[src/rtl/reaction_session_controller.sv]
// Multi-round reaction-time session sequencer: random foreperiod, BCD ms timing,
// false-start detection, session-best tracking and session completion.
module reaction_session_controller #(
  parameter int unsigned ROUNDS       = 5,
  parameter int unsigned TICKS_PER_MS = 50,
  parameter int unsigned MIN_DELAY_MS = 1000,
  parameter int unsigned RAND_BITS    = 12,
  parameter int unsigned GAP_MS       = 500
) (
  input  logic        clk,
  input  logic        rst,
  input  logic        start_trigger,
  input  logic        user_trigger,
  output logic        react,
  output logic        busy,
  output logic [2:0]  round_idx,
  output logic [15:0] result_bcd,
  output logic        result_valid,
  output logic [15:0] best_bcd,
  output logic        false_start,
  output logic [3:0]  false_cnt,
  output logic        timeout,
  output logic        session_done
);

  localparam int unsigned PW       = (TICKS_PER_MS > 1) ? $clog2(TICKS_PER_MS) : 1;
  localparam int unsigned FORE_MAX = MIN_DELAY_MS + (32'd1 << RAND_BITS) - 1;
  localparam int unsigned DLY_MAX  = (FORE_MAX > GAP_MS) ? FORE_MAX : GAP_MS;
  localparam int unsigned DW       = $clog2(DLY_MAX + 1);
  localparam logic [15:0] BCD_MAX  = 16'h9999;
  localparam logic [15:0] LFSR_SEED = 16'hACE1;

  typedef enum logic [2:0] {
    S_IDLE, S_ARM, S_WAIT, S_REACT, S_RECORD, S_GAP, S_DONE
  } state_e;

  state_e         state_q, state_d;
  logic [15:0]    lfsr_q, lfsr_d;
  logic [PW-1:0]  presc_q, presc_d;
  logic [DW-1:0]  delay_q, delay_d;
  logic [15:0]    bcd_q, bcd_d;
  logic [2:0]     round_q, round_d;
  logic [15:0]    result_q, result_d;
  logic           result_valid_q, result_valid_d;
  logic [15:0]    best_q, best_d;
  logic           false_start_q, false_start_d;
  logic [3:0]     false_cnt_q, false_cnt_d;
  logic           timeout_q, timeout_d;
  logic           react_q, react_d;
  logic           busy_q, busy_d;
  logic           done_q, done_d;
  logic           ms_tick_c;

  // Ripple-carry BCD increment; caller guarantees the input is below 9999.
  function automatic logic [15:0] bcd_inc(input logic [15:0] v);
    logic [15:0] r;
    logic        carry;
    r     = v;
    carry = 1'b1;
    for (int i = 0; i < 4; i++) begin
      if (carry) begin
        if (v[i*4 +: 4] == 4'd9) begin
          r[i*4 +: 4] = 4'd0;
        end else begin
          r[i*4 +: 4] = v[i*4 +: 4] + 4'd1;
          carry       = 1'b0;
        end
      end
    end
    return r;
  endfunction

  assign ms_tick_c = (presc_q == PW'(TICKS_PER_MS - 1));

  // Free-running Galois LFSR, taps 16,14,13,11.
  always_comb begin
    lfsr_d = {1'b0, lfsr_q[15:1]} ^ (lfsr_q[0] ? 16'hB400 : 16'h0000);
  end

  // Next-state, datapath and registered-output logic.
  always_comb begin
    state_d        = state_q;
    delay_d        = delay_q;
    bcd_d          = bcd_q;
    round_d        = round_q;
    result_d       = result_q;
    result_valid_d = 1'b0;
    best_d         = best_q;
    false_start_d  = 1'b0;
    false_cnt_d    = false_cnt_q;
    timeout_d      = 1'b0;

    case (state_q)
      S_IDLE, S_DONE: begin
        if (start_trigger) begin
          round_d     = 3'd0;
          false_cnt_d = 4'd0;
          best_d      = BCD_MAX;
          result_d    = 16'h0000;
          state_d     = S_ARM;
        end
      end
      S_ARM: begin
        delay_d = DW'(MIN_DELAY_MS) + DW'(lfsr_q[RAND_BITS-1:0]);
        state_d = S_WAIT;
      end
      S_WAIT: begin
        if (user_trigger) begin
          false_start_d = 1'b1;
          if (false_cnt_q != 4'hF) false_cnt_d = false_cnt_q + 4'd1;
          state_d = S_ARM;
        end else if (delay_q == DW'(0)) begin
          bcd_d   = 16'h0000;
          state_d = S_REACT;
        end else if (ms_tick_c) begin
          delay_d = delay_q - DW'(1);
        end
      end
      S_REACT: begin
        // A press beats a same-cycle tick; the recorded value is the current count.
        if (user_trigger || (ms_tick_c && bcd_q == BCD_MAX)) begin
          timeout_d      = !user_trigger;
          result_d       = bcd_q;
          result_valid_d = 1'b1;
          if (bcd_q < best_q) best_d = bcd_q;
          state_d = S_RECORD;
        end else if (ms_tick_c) begin
          bcd_d = bcd_inc(bcd_q);
        end
      end
      S_RECORD: begin
        if (round_q == 3'(ROUNDS - 1)) begin
          state_d = S_DONE;
        end else begin
          round_d = round_q + 3'd1;
          delay_d = DW'(GAP_MS);
          state_d = S_GAP;
        end
      end
      S_GAP: begin
        if (ms_tick_c) begin
          if (delay_q <= DW'(1)) state_d = S_ARM;
          else                   delay_d = delay_q - DW'(1);
        end
      end
      default: state_d = S_IDLE;
    endcase

    // Prescaler restarts on every state entry so each state sees whole milliseconds.
    if (state_d != state_q || ms_tick_c) presc_d = PW'(0);
    else                                  presc_d = presc_q + PW'(1);

    react_d = (state_d == S_REACT);
    busy_d  = (state_d != S_IDLE) && (state_d != S_DONE);
    done_d  = (state_d == S_DONE);
  end

  // State and output registers with synchronous reset.
  always_ff @(posedge clk) begin
    if (rst) begin
      state_q        <= S_IDLE;
      lfsr_q         <= LFSR_SEED;
      presc_q        <= PW'(0);
      delay_q        <= DW'(0);
      bcd_q          <= 16'h0000;
      round_q        <= 3'd0;
      result_q       <= 16'h0000;
      result_valid_q <= 1'b0;
      best_q         <= BCD_MAX;
      false_start_q  <= 1'b0;
      false_cnt_q    <= 4'd0;
      timeout_q      <= 1'b0;
      react_q        <= 1'b0;
      busy_q         <= 1'b0;
      done_q         <= 1'b0;
    end else begin
      state_q        <= state_d;
      lfsr_q         <= lfsr_d;
      presc_q        <= presc_d;
      delay_q        <= delay_d;
      bcd_q          <= bcd_d;
      round_q        <= round_d;
      result_q       <= result_d;
      result_valid_q <= result_valid_d;
      best_q         <= best_d;
      false_start_q  <= false_start_d;
      false_cnt_q    <= false_cnt_d;
      timeout_q      <= timeout_d;
      react_q        <= react_d;
      busy_q         <= busy_d;
      done_q         <= done_d;
    end
  end

  assign react        = react_q;
  assign busy         = busy_q;
  assign round_idx    = round_q;
  assign result_bcd   = result_q;
  assign result_valid = result_valid_q;
  assign best_bcd     = best_q;
  assign false_start  = false_start_q;
  assign false_cnt    = false_cnt_q;
  assign timeout      = timeout_q;
  assign session_done = done_q;

endmodule

[config.mk]
export PLATFORM = sky130hd
export DESIGN_NAME = reaction_session_controller
export DESIGN_NICKNAME = d
export VERILOG_FILES = /design/src/rtl/reaction_session_controller.sv
export SDC_FILE = /design/constraint.sdc
export NUM_CORES = 1
export LEC_CHECK = 0
export BUFFER_PORTS_ARGS = -buffer_cell sky130_fd_sc_hd__buf_2
export CORE_ASPECT_RATIO = 0.5
export CORE_MARGIN = 2
export CORE_UTILIZATION = 60
export DETAILED_ROUTE_END_ITERATION = 8
export MAX_ROUTING_LAYER = met4
export PLACE_DENSITY = 0.89
export SYNTH_ARGS = -nofsm -noshare
export SYNTH_HDL_FRONTEND = slang
export SYNTH_SLANG_ARGS = --single-unit
[constraint.sdc]
create_clock -name clk -period 3.1 [get_ports clk]
set_input_delay 0.62 -clock clk [delete_from_list [all_inputs] [get_ports clk]]
set_output_delay 0.62 -clock clk [all_outputs]
set_load 0.02 [all_outputs]
=== After elaboration in Yosys (flattened, before gate mapping) ===
Index checks and enable logic that the tools add are counted.

* Register bits after elaboration: 99
* Bits of input ports: 4
* Output and inout bits: 45
* Logic and storage cells: 153

* $add $sub $neg: 9
* Magnitude comparators: 2
* Eq/ne operators: 35
* Multiplexer cells: 58
* Bitwise gates (word level): 4
* Reductions and logical operators: 27

{| class="wikitable"
|+ Operators with widths
! cell !! number
|-
| two-way mux 16 bit || 10
|-
| case mux 16 bit (2 select lines) || 3
|-
| two-way mux 13 bit || 6
|-
| case mux 13 bit (4 select lines) || 1
|-
| two-way mux 4 bit || 10
|-
| inequality test 2 bit (second input constant) || 17
|-
| two-way mux 3 bit || 8
|-
| adder 4 x 1 -> 4 bit (second input constant) || 5
|-
| case mux 3 bit (6 select lines) || 1
|-
| AND reduction 6 bit || 3
|-
| == test 16 bit (second input constant) || 1
|-
| == test 4 bit (second input constant) || 4
|-
| less-than comparator 16 bit || 1
|-
| two-way mux 1 bit || 16
|-
| XOR 15 x 16 -> 16 bit || 1
|-
| == test 3 bit (second input constant) || 5
|-
| adder 10 x 12 -> 13 bit (first input constant) || 1
|-
| less-or-equal comparator 13 x 1 -> 1 bit (second input constant) || 1
|-
| zero test 13 bit || 1
|-
| subtractor 13 x 1 -> 13 bit (second input constant) || 1
|-
| == test 3 x 2 -> 1 bit (second input constant) || 3
|-
| case mux 4 bit (2 select lines) || 1
|-
| AND reduction 4 bit || 2
|-
| nonzero test 2 bit || 4
|-
| 21 further kinds || 29
|}

=== Longest topological paths before layout ===
Gate-level depths: netlist of the first run.

* Depth in word-level cells: 17
* Mapped depth: 11
* Mapped depth without buffers: 8

=== Worst setup path after synthesis of the first run ===
OpenSTA, ideal clock, no wires.

* Path type: register -> register
* Start: register best_q[2] (netlist: best_bcd[2])
* End: register best_q[0] (netlist: best_bcd[0])
* Library setup time: 0.072 ns
* Arrival time: 2.224 ns
* Setup slack: 0.805 ns
* Stages on the path, launching flop included: 11
* Path buffers: 2
* Clock period less this slack: 2.295 ns
* Cell sequence: dfxtp_1 > inv_1 > ha_1 > nand2_1 > o21ai_0 > a221oi_1 > o41ai_1 > a21o_1 > buf_2 > buf_2 > mux2i_1

* Longest elaborated chain between the ends: 3

{| class="wikitable"
|+ RTL lines
! what !! line !! RTL
|-
| from (decl) || 45 || <nowiki>logic [15:0] best_q, best_d;</nowiki>
|-
| from (signal assigned) || 185 || <nowiki>best_q <= best_d;</nowiki>
|-
| less-than comparator 16 bit || 125 || <nowiki>if (bcd_q < best_q) best_d = bcd_q;</nowiki>
|-
| inequality test 2 bit (no source line) || - ||
|-
| AND reduction 4 bit (no source line) || - ||
|}

Every way passes these cells.
A chain may end at the register's enable or synchronous reset.

=== Worst setup path after layout of the first run ===
* Start: register bcd_q[2]
* End: register best_q[13] (netlist: best_bcd[13])

* Longest elaborated chain between the ends: 5

{| class="wikitable"
|+ RTL lines
! what !! line !! RTL
|-
| from (decl) || 41 || <nowiki>logic [15:0] bcd_q, bcd_d;</nowiki>
|-
| from (signal assigned) || 165 || <nowiki>bcd_q <= 16'h0000;</nowiki>
|-
| from (signal assigned) || 181 || <nowiki>bcd_q <= bcd_d;</nowiki>
|-
| parallel branches: the longest is 4 deep, another holds less-than comparator 16 bit || - ||
|-
| AND reduction 4 bit (no source line) (*) || - ||
|}

Every way passes the cells marked *.

==> flow_summary.toml, run 1 <==
[run_status]
outcome = "completed"

[power]
leakage_nw = 2.44
ir_drop_mv = 0.394
power_density_mw_per_mm2 = 716

[grt]
grt_pass1_vias = 4357
antenna_found_initial = 0
grt_overflow = 0
grt_pass1_wl_um = 20500
grt_max_degree = 39
grtUsageTotal_pct = 27.5

[timing]
worstMarginPinSlew_ns = 0.762
finalWorstSetupSlack_ns = 0.405
fin_tns_setup_ns = 0
relSlewSlack_pct = 49.2
rsz0062_at_grt = "false"
period_share_pct = 86.9
hold_violations = 0
fin_skew_ns = 0.00792
fin_crit_ns = 2.69
max_freq_mhz = 371
drv_slew = 0
setup_violations = 0

[drt]
routedWlPerCell_um = 15.6
drtIter0Drc = 391
ant_nets = 0
wirelength_um = 12400
post-route-drc-count = 0
via_count = 4735
avgViaCountPerCell = 5.98
first_pass_iters = 5

[placement]
place_congestion = 0.941
port_buffers = 48
place_worst_setup_slack_ns = 0.492
hpwl_um = 8440

[clocking]
cts_hold_buf = 0
clk_pin_slew_ns = 0.07
cts_num_sinks = 99
clk_latency_ns = 0.36
clockRootBuffer = "clkbuf_16"
htreeDepth = 3
cts_buffers = 9
cts_tree = "done"
cts_resized = 0
cts_buffer_depth = 2
postCtsSetupRepairBufs = 0

[synthesis]
synth_area_leaders = "dfxtp_1 38%, ha_1 7.9%, a21oi_1 5.4%"
synthCells = 632
synthArstFlopShare_pct = 0
syn_avg_cell_area_um2 = 8.30
yosys-top-cells-count = "99 x dfxtp_1, 66 x nand2_1, 57 x a21oi_1"
yosysWarnings = 0
synth.most_common_cell = "dfxtp_1"
synth_area_mm2 = 0.00524
synthFlopType = "dfxtp_1"
synth_nets = 669
ys_ff_latch = 99
yosysUniqueCellTypes = 65
yosysSeqAreaShare_pct = 37.8
synth_top_cell_area_share_pct = 37.8
synth_edf_count = 0
yosys.area.top_type = "dfxtp_1"

[job]
maxCapViolCount = 0

[cells_and_area]
drive_gt1_share_pct = 14.1
syn_to_final_growth_pct = 12.8
antenna_cells = 0
finalNetCount = 707
fillCellCount = 670

[critical_path]
end_kind = "register"
r2r_slack_ns = 0.41
required_ns = 3.38
crit_path_max_incr_delay_ns = 0.72
path_max_fanout = 16
crit_slowest_cell = "a21o_1"
crit_chain = "ha_1 > nand2_1 > o21ai_0 > a221oi_1 > o41ai_1 > a21o_1 > mux2i_1"
path_buf_inv = 0
arrival_ns = 2.97
crit_family = "compound AO/OA/AOI/OAI gates"
worst_setup_path_start_kind = "register"
crit_type = "register to register"

[die]
placeableCoreArea_mm2 = 0.00859
dieArea_mm2 = 0.00955
die_height_um = 70.1
io-pin-count = 49
die-width_um = 136
num_rows = 24
initial_core_util_pct = 61.0

[min_path]
hp-class = "register to register"
[cell usage in the layout, fill, tap and decap left out, drive strengths merged, types with 3 or more instances in the layout]
master,count
ha,33
nand2b,4
and3,5
xnor2,12
o211ai,6
o21bai,3
nor3b,5
nor3,26
or2,8
o22ai,3
buf,58
nor4,4
a32o,6
nand3,38
mux2i,12
a21o,5
xor2,12
or4,9
nand2,66
nor2,36
or3,6
inv,41
and2,3
a211oi,11
a21oi,59
clkbuf,10
nand4,11
a31oi,5
o31ai,3
nor2b,13
dfxtp,99
nand3b,5
o21ai,27
[sequential cells by signal, indices dropped and copies added (netlist names), 3 cells and up]
signal / count
result_bcd: 16
bcd_q: 16
delay_q: 13
false_cnt: 4
round_idx: 3
lfsr_q: 16
state_q: 3
presc_q: 6
best_bcd: 16
[through the flow]
| step | hold slack (ns) | total power, mW | instances | utilization (%) | instance area (µm²) |
|---|---|---|---|---|---|
| 2_1_floorplan | 0.389 | 2.62 | 632 | - | 5240 |
| 3_3_place_gp | 0.404 | 2.95 | 776 | 65.0 | 5580 |
| 3_5_place_dp | 0.407 | 2.98 | 776 | 65.0 | 5580 |
| 4_1_cts | 0.427 | 4.22 | 792 | 68.9 | 5920 |
| 5_1_grt | 0.456 | 4.47 | 792 | 68.9 | 5920 |
| 6_report | 0.427 | 4.23 | 792 | 68.9 | 5920 |
[per-layer routing]
metal  vias up  track usage (%)  routed length, µm
met1      2218             35.5               5600
li1       2334                -                  -
met2       159             43.7               5730
met4         0             7.75                208
met3        24             6.17                831
met5         -                -                  0
[power by group]
group	switching, mW	internal (mW)	total [mW]
sequential	0.185	1.39	1.58
clock	0.508	0.738	1.25
combinational	0.880	0.531	1.41
total	1.57	2.66	4.23
[final timing paths]
path | from | endpoint | depth (start not counted)
max | bcd_q[2]$_SDFFE_PP0P_ | best_bcd[13]$_SDFFE_PP0P_ | 7
min | lfsr_q[12]$_SDFF_PP0_ | lfsr_q[11]$_SDFF_PP1_ | 1
max reg2reg | bcd_q[2]$_SDFFE_PP0P_ | best_bcd[13]$_SDFFE_PP0P_ | 7
min reg2reg | lfsr_q[12]$_SDFF_PP0_ | lfsr_q[11]$_SDFF_PP1_ | 1
[logic make-up after synthesis]
family / count (synthesis) / share of synthesized area (%)
muxes: 13 / 2.51
AOI/OAI and AO/OA: 147 / 17.9
buffers and inverters: 69 / 5.11
adders and majority gates: 33 / 7.88
and+or+nand+nor: 247 / 24.8
DFF: 99 / 37.8
xor gates and xnor gates: 24 / 4.01
[final cells by class]
| cell class | count | area, µm² | area share [%] |
|---|---|---|---|
| clock buffers | 10 | 239 | 4.04 |
| clock inverters | 6 | 93.8 | 1.59 |
| inverters | 38 | 143 | 2.41 |
| multi-input cells | 464 | 3000 | 50.7 |
| flip-flops and latches | 99 | 1980 | 33.5 |
| well taps | 117 | 146 | 2.47 |
| repair buffers | 58 | 315 | 5.33 |
(Power assumes the default switching activity.)
==> run 2: changes to the inputs <==
- CORE_UTILIZATION: 60 -> 27
- PLACE_DENSITY: 0.89 -> 0.51
==> run 2 against run 1 <==
Net effect: die area is 120% higher; global-route usage is 13 points lower; final cell count is 18% higher; largest cell class unchanged; clock power is 6% lower; setup slack better by 0.039 ns; non-clock buffer count is 5 higher; register-to-register slack better by 0.04 ns.
==> flow_summary.toml, run 2 (same netlist as run 1, synthesis figures left out) <==
[grt]
grtUsageTotal_pct = 14.1
grt_overflow = 0
grt_pass1_vias = 4245
antenna_found_initial = 0
grt_max_degree = 30
grt_pass1_wl_um = 22400

[timing]
hold_violations = 0
period_share_pct = 85.7
rsz0062_at_grt = "false"
fin_crit_ns = 2.66
worst_hold_slack_ns = 0.415
fin_tns_setup_ns = 0
relSlewSlack_pct = 47.0
max_freq_mhz = 377
fin_skew_ns = 0.0104
finalWorstSetupSlack_ns = 0.444
worstMarginPinSlew_ns = 0.796
setup_violations = 0
drv_slew = 0

[die]
initial_core_util_pct = 28.0
num_rows = 35
die_height_um = 103
io-pin-count = 49
placeableCoreArea_mm2 = 0.0187
die-width_um = 201
dieArea_mm2 = 0.0206

[clocking]
cts_tree = "done"
cts_hold_buf = 0
cts_buffer_depth = 2
cts_resized = 0
cts_num_sinks = 99
cts_buffers = 9
clockRootBuffer = "clkbuf_16"
clk_pin_slew_ns = 0.07
htreeDepth = 3
postCtsSetupRepairBufs = 0
clk_latency_ns = 0.35

[critical_path]
worst_setup_path_start_kind = "register"
end_kind = "register"
required_ns = 3.37
path_max_fanout = 16
crit_type = "register to register"
arrival_ns = 2.92

[run_status]
outcome = "completed"

[min_path]
hp-class = "register to register"

[power]
power_density_mw_per_mm2 = 683
ir_drop_mv = 0.266
clockPowerShare_pct = 28.2
internal-power_mw = 2.59
power.switching_mw = 1.58
leakage_nw = 2.46
seq_power_share_pct = 37.6
netSwitchingFraction_pct = 37.9
power_mw = 4.17
p_comb_share_pct = 34.2

[drt]
avgViaCountPerCell = 4.92
routedWlPerCell_um = 14.7
wirelength_um = 13800
first_pass_iters = 4
ant_nets = 0
via_count = 4611
post-route-drc-count = 0
drtIter0Drc = 277

[placement]
hpwl_um = 9960
place_worst_setup_slack_ns = 0.385
place_congestion = 0.807
port_buffers = 48

[cells_and_area]
final_common_cell = "dfxtp_1"
fillCellCount = 2017
syn_to_final_growth_pct = 16.5
finalNetCount = 712
antenna_cells = 0
layout_common_cells = "99 x dfxtp_1, 66 x nand2_1, 56 x a21oi_1, 48 x buf_2, 38 x nand3_1"
drive_gt1_share_pct = 14.6

[job]
maxCapViolCount = 0
run 2: cell count changes in the layout (fill, tap and decap cells not counted), sizes merged:
cell / delta
buf: +5
bufinv: -1
clkbuf: +1
clkinvlp: -1
run 2: power groups by stage:
stage	combinational [mW]	clock (mW)	sequential (mW)
final	1.43	1.18	1.57
after global placement	1.42	0	1.60
after floorplan	1.07	0	1.55
after CTS	1.43	1.21	1.57
after detailed placement	1.42	0	1.60
after global routing	1.58	1.27	1.59
run 2: area by class of cell:
class / instances / area, µm² / share of cell area, %
Sequential cell: 99 / 1980 / 32.5
Inverter: 38 / 143 / 2.34
Multi-Input combinational cell: 464 / 3000 / 49.1
Tap cell: 259 / 324 / 5.31
Clock buffer: 11 / 253 / 4.14
Clock inverter: 4 / 56.3 / 0.922
Timing Repair Buffer: 63 / 353 / 5.78
run 2: worst paths after layout:
path	startpoint	end	slack (ns)	cells after the start
worst max-delay path	best_bcd[2]$_SDFFE_PP0P_	best_bcd[14]$_SDFFE_PP0P_	0.44	8
worst min-delay path	lfsr_q[12]$_SDFF_PP0_	lfsr_q[11]$_SDFF_PP1_	0.41	1
worst min register to register	lfsr_q[12]$_SDFF_PP0_	lfsr_q[11]$_SDFF_PP1_	0.41	1
worst max register to register	best_bcd[2]$_SDFFE_PP0P_	best_bcd[14]$_SDFFE_PP0P_	0.44	8
run 2: routing by layer:
layer	part of all wire [%]	up-vias	GRT usage, %
li1	-	2345	-
met1	51	2189	18.3
met2	45	67	22.5
met3	3.2	10	2.94
met4	1.0	0	3.70
met5	0	-	-
run 2: critical path, cell delays in order (launching register included):
cell	delay (ns)
dfxtp_1	0.36
inv_1	0.05
ha_1	0.28
nand2_1	0.04
o21ai_0	0.16
a221oi_1	0.13
o41ai_1	0.54
a21o_1	0.73
mux2i_1	0.27
run 2: metrics by stage:
step	util, %	cell area, µm²	cells
2_1_floorplan	-	5240	632
3_3_place_gp	31.0	5800	923
3_5_place_dp	31.0	5800	923
4_1_cts	32.7	6110	938
5_1_grt	32.7	6110	938
6_report	32.7	6110	938
==> run 3: changes to the inputs <==
- BUFFER_PORTS_ARGS: -buffer_cell sky130_fd_sc_hd__buf_2 -> default
- DONT_BUFFER_PORTS: default -> 1
- PLACE_DENSITY: 0.51 -> 0.48
- clock period: 3.1 -> 3 ns (I/O delays scaled with it)
==> run 3 against run 2 <==
Net effect: maximum frequency rose by 5.1%; critical path depth is the same; non-clock buffer count fell by 46; final cell count fell by 4.9%; critical endpoint is now best_bcd[6]$_SDFFE_PP0P_; register-to-register slack gained 0.03 ns; via count down 3.2%; first-iteration DRC count rose by 2.2%; flip-flop and latch count unchanged; largest power group unchanged; clock skew is 0.0014 ns higher.
==> flow_summary.toml, run 3 (same netlist as run 1, synthesis figures left out) <==
[clocking]
cts_buffers = 9
cts_hold_buf = 0
htreeDepth = 3
clk_pin_slew_ns = 0.08
cts_num_sinks = 99
postCtsSetupRepairBufs = 0
cts_resized = 0
cts_tree = "done"
cts_buffer_depth = 2
clk_latency_ns = 0.35
clockRootBuffer = "clkbuf_16"

[placement]
post-place-cells = 877
hpwl_um = 9740
place_congestion = 0.822
port_buffers = 0

[grt]
antenna_found_initial = 0
grt_overflow = 0
grtUsageTotal_pct = 14.0
grt_max_degree = 76
grt_pass1_vias = 4053
grt_pass1_wl_um = 22400

[min_path]
hp-class = "input port to register"

[cells_and_area]
stdcell_count = 892
syn_to_final_growth_pct = 12.0
seq_area_mm2 = 0.00198
multi_input_area_mm2 = 0.00300
antenna_cells = 0
fillCellCount = 1994
layout_common_cells = "99 x dfxtp_1, 66 x nand2_1, 56 x a21oi_1, 38 x nand3_1, 37 x inv_1"
final_common_cell = "dfxtp_1"
drive_gt1_share_pct = 8.37
finalNetCount = 666

[timing]
drv_slew = 0
worst_hold_slack_ns = 0.310
setup_violations = 0
period_share_pct = 84.2
hold_violations = 0
max_freq_mhz = 396
fin_tns_setup_ns = 0
relSlewSlack_pct = 51.4
rsz0062_at_grt = "false"
fin_skew_ns = 0.0118
fin_crit_ns = 2.53
worstMarginPinSlew_ns = 0.727

[drt]
avgViaCountPerCell = 5.01
routedWlPerCell_um = 15.6
first_pass_iters = 4
post-route-drc-count = 0
ant_nets = 0
via_count = 4465
wirelength_um = 13900
drtIter0Drc = 283

[power]
power_mw = 4.32
ir_drop_mv = 0.278
leakage_nw = 2.22
power_density_mw_per_mm2 = 735

[critical_path]
end_kind = "register"
required_ns = 3.30
crit_type = "register to register"
worst_setup_path_start_kind = "register"
path_max_fanout = 6
r2r_slack_ns = 0.47
arrival_ns = 2.82

[die]
num_rows = 35
placeableCoreArea_mm2 = 0.0187
die_height_um = 103
io-pin-count = 49
dieArea_mm2 = 0.0206
die-width_um = 201
initial_core_util_pct = 28.0

[run_status]
outcome = "completed"

[job]
maxCapViolCount = 0
run 3: worst max-delay path, cell delays in order, from the launching register on:
cell and delay (ns):
dfxtp_1 0.48, inv_1 0.08, ha_1 0.31, a21oi_1 0.14
o21ai_0 0.09, a221oi_1 0.35, o41ai_1 0.18, a21boi_1 0.62
a32o_1 0.21
run 3: per-layer routing:
| metal | vias up | routed length, µm | track usage [%] |
|---|---|---|---|
| li1 | 2251 | - | - |
| met1 | 2154 | 7130 | 18.5 |
| met2 | 51 | 6200 | 22.0 |
| met3 | 9 | 460 | 3.03 |
| met4 | 0 | 132 | 3.53 |
| met5 | - | 0 | - |
run 3: path summary, 6_finish.rpt:
check                                         startpoint  depth (start not counted)                     endpoint
worst min-delay path                                 rst                          1  result_bcd[11]$_SDFFE_PP0P_
worst max-delay path            best_bcd[2]$_SDFFE_PP0P_                          8     best_bcd[6]$_SDFFE_PP0P_
worst min register to register     lfsr_q[12]$_SDFF_PP0_                          1        lfsr_q[11]$_SDFF_PP1_
worst max register to register  best_bcd[2]$_SDFFE_PP0P_                          8     best_bcd[6]$_SDFFE_PP0P_
run 3: through the flow:
step           setup slack (ns)  instance area [µm²]  util (%)
2_1_floorplan             0.705                 5240         -
3_3_place_gp              0.520                 5570      29.8
3_5_place_dp              0.397                 5570      29.8
4_1_cts                   0.371                 5870      31.4
5_1_grt                   0.273                 5870      31.4
6_report                  0.473                 5870      31.4
run 3: final cells by class:
cell class,instances,share of cell area (%)
clock buffers,9,3.84
inverters,38,2.43
flip-flops and latches,99,33.8
multi-input cells,464,51.0
repair buffers,17,2.17
well taps,259,5.52
clock inverters,6,1.26
run 3: power by group:
part,switching [mW],internal [mW]
sequential,0.200,1.44
combinational,0.900,0.574
clock,0.550,0.655
total,1.65,2.67
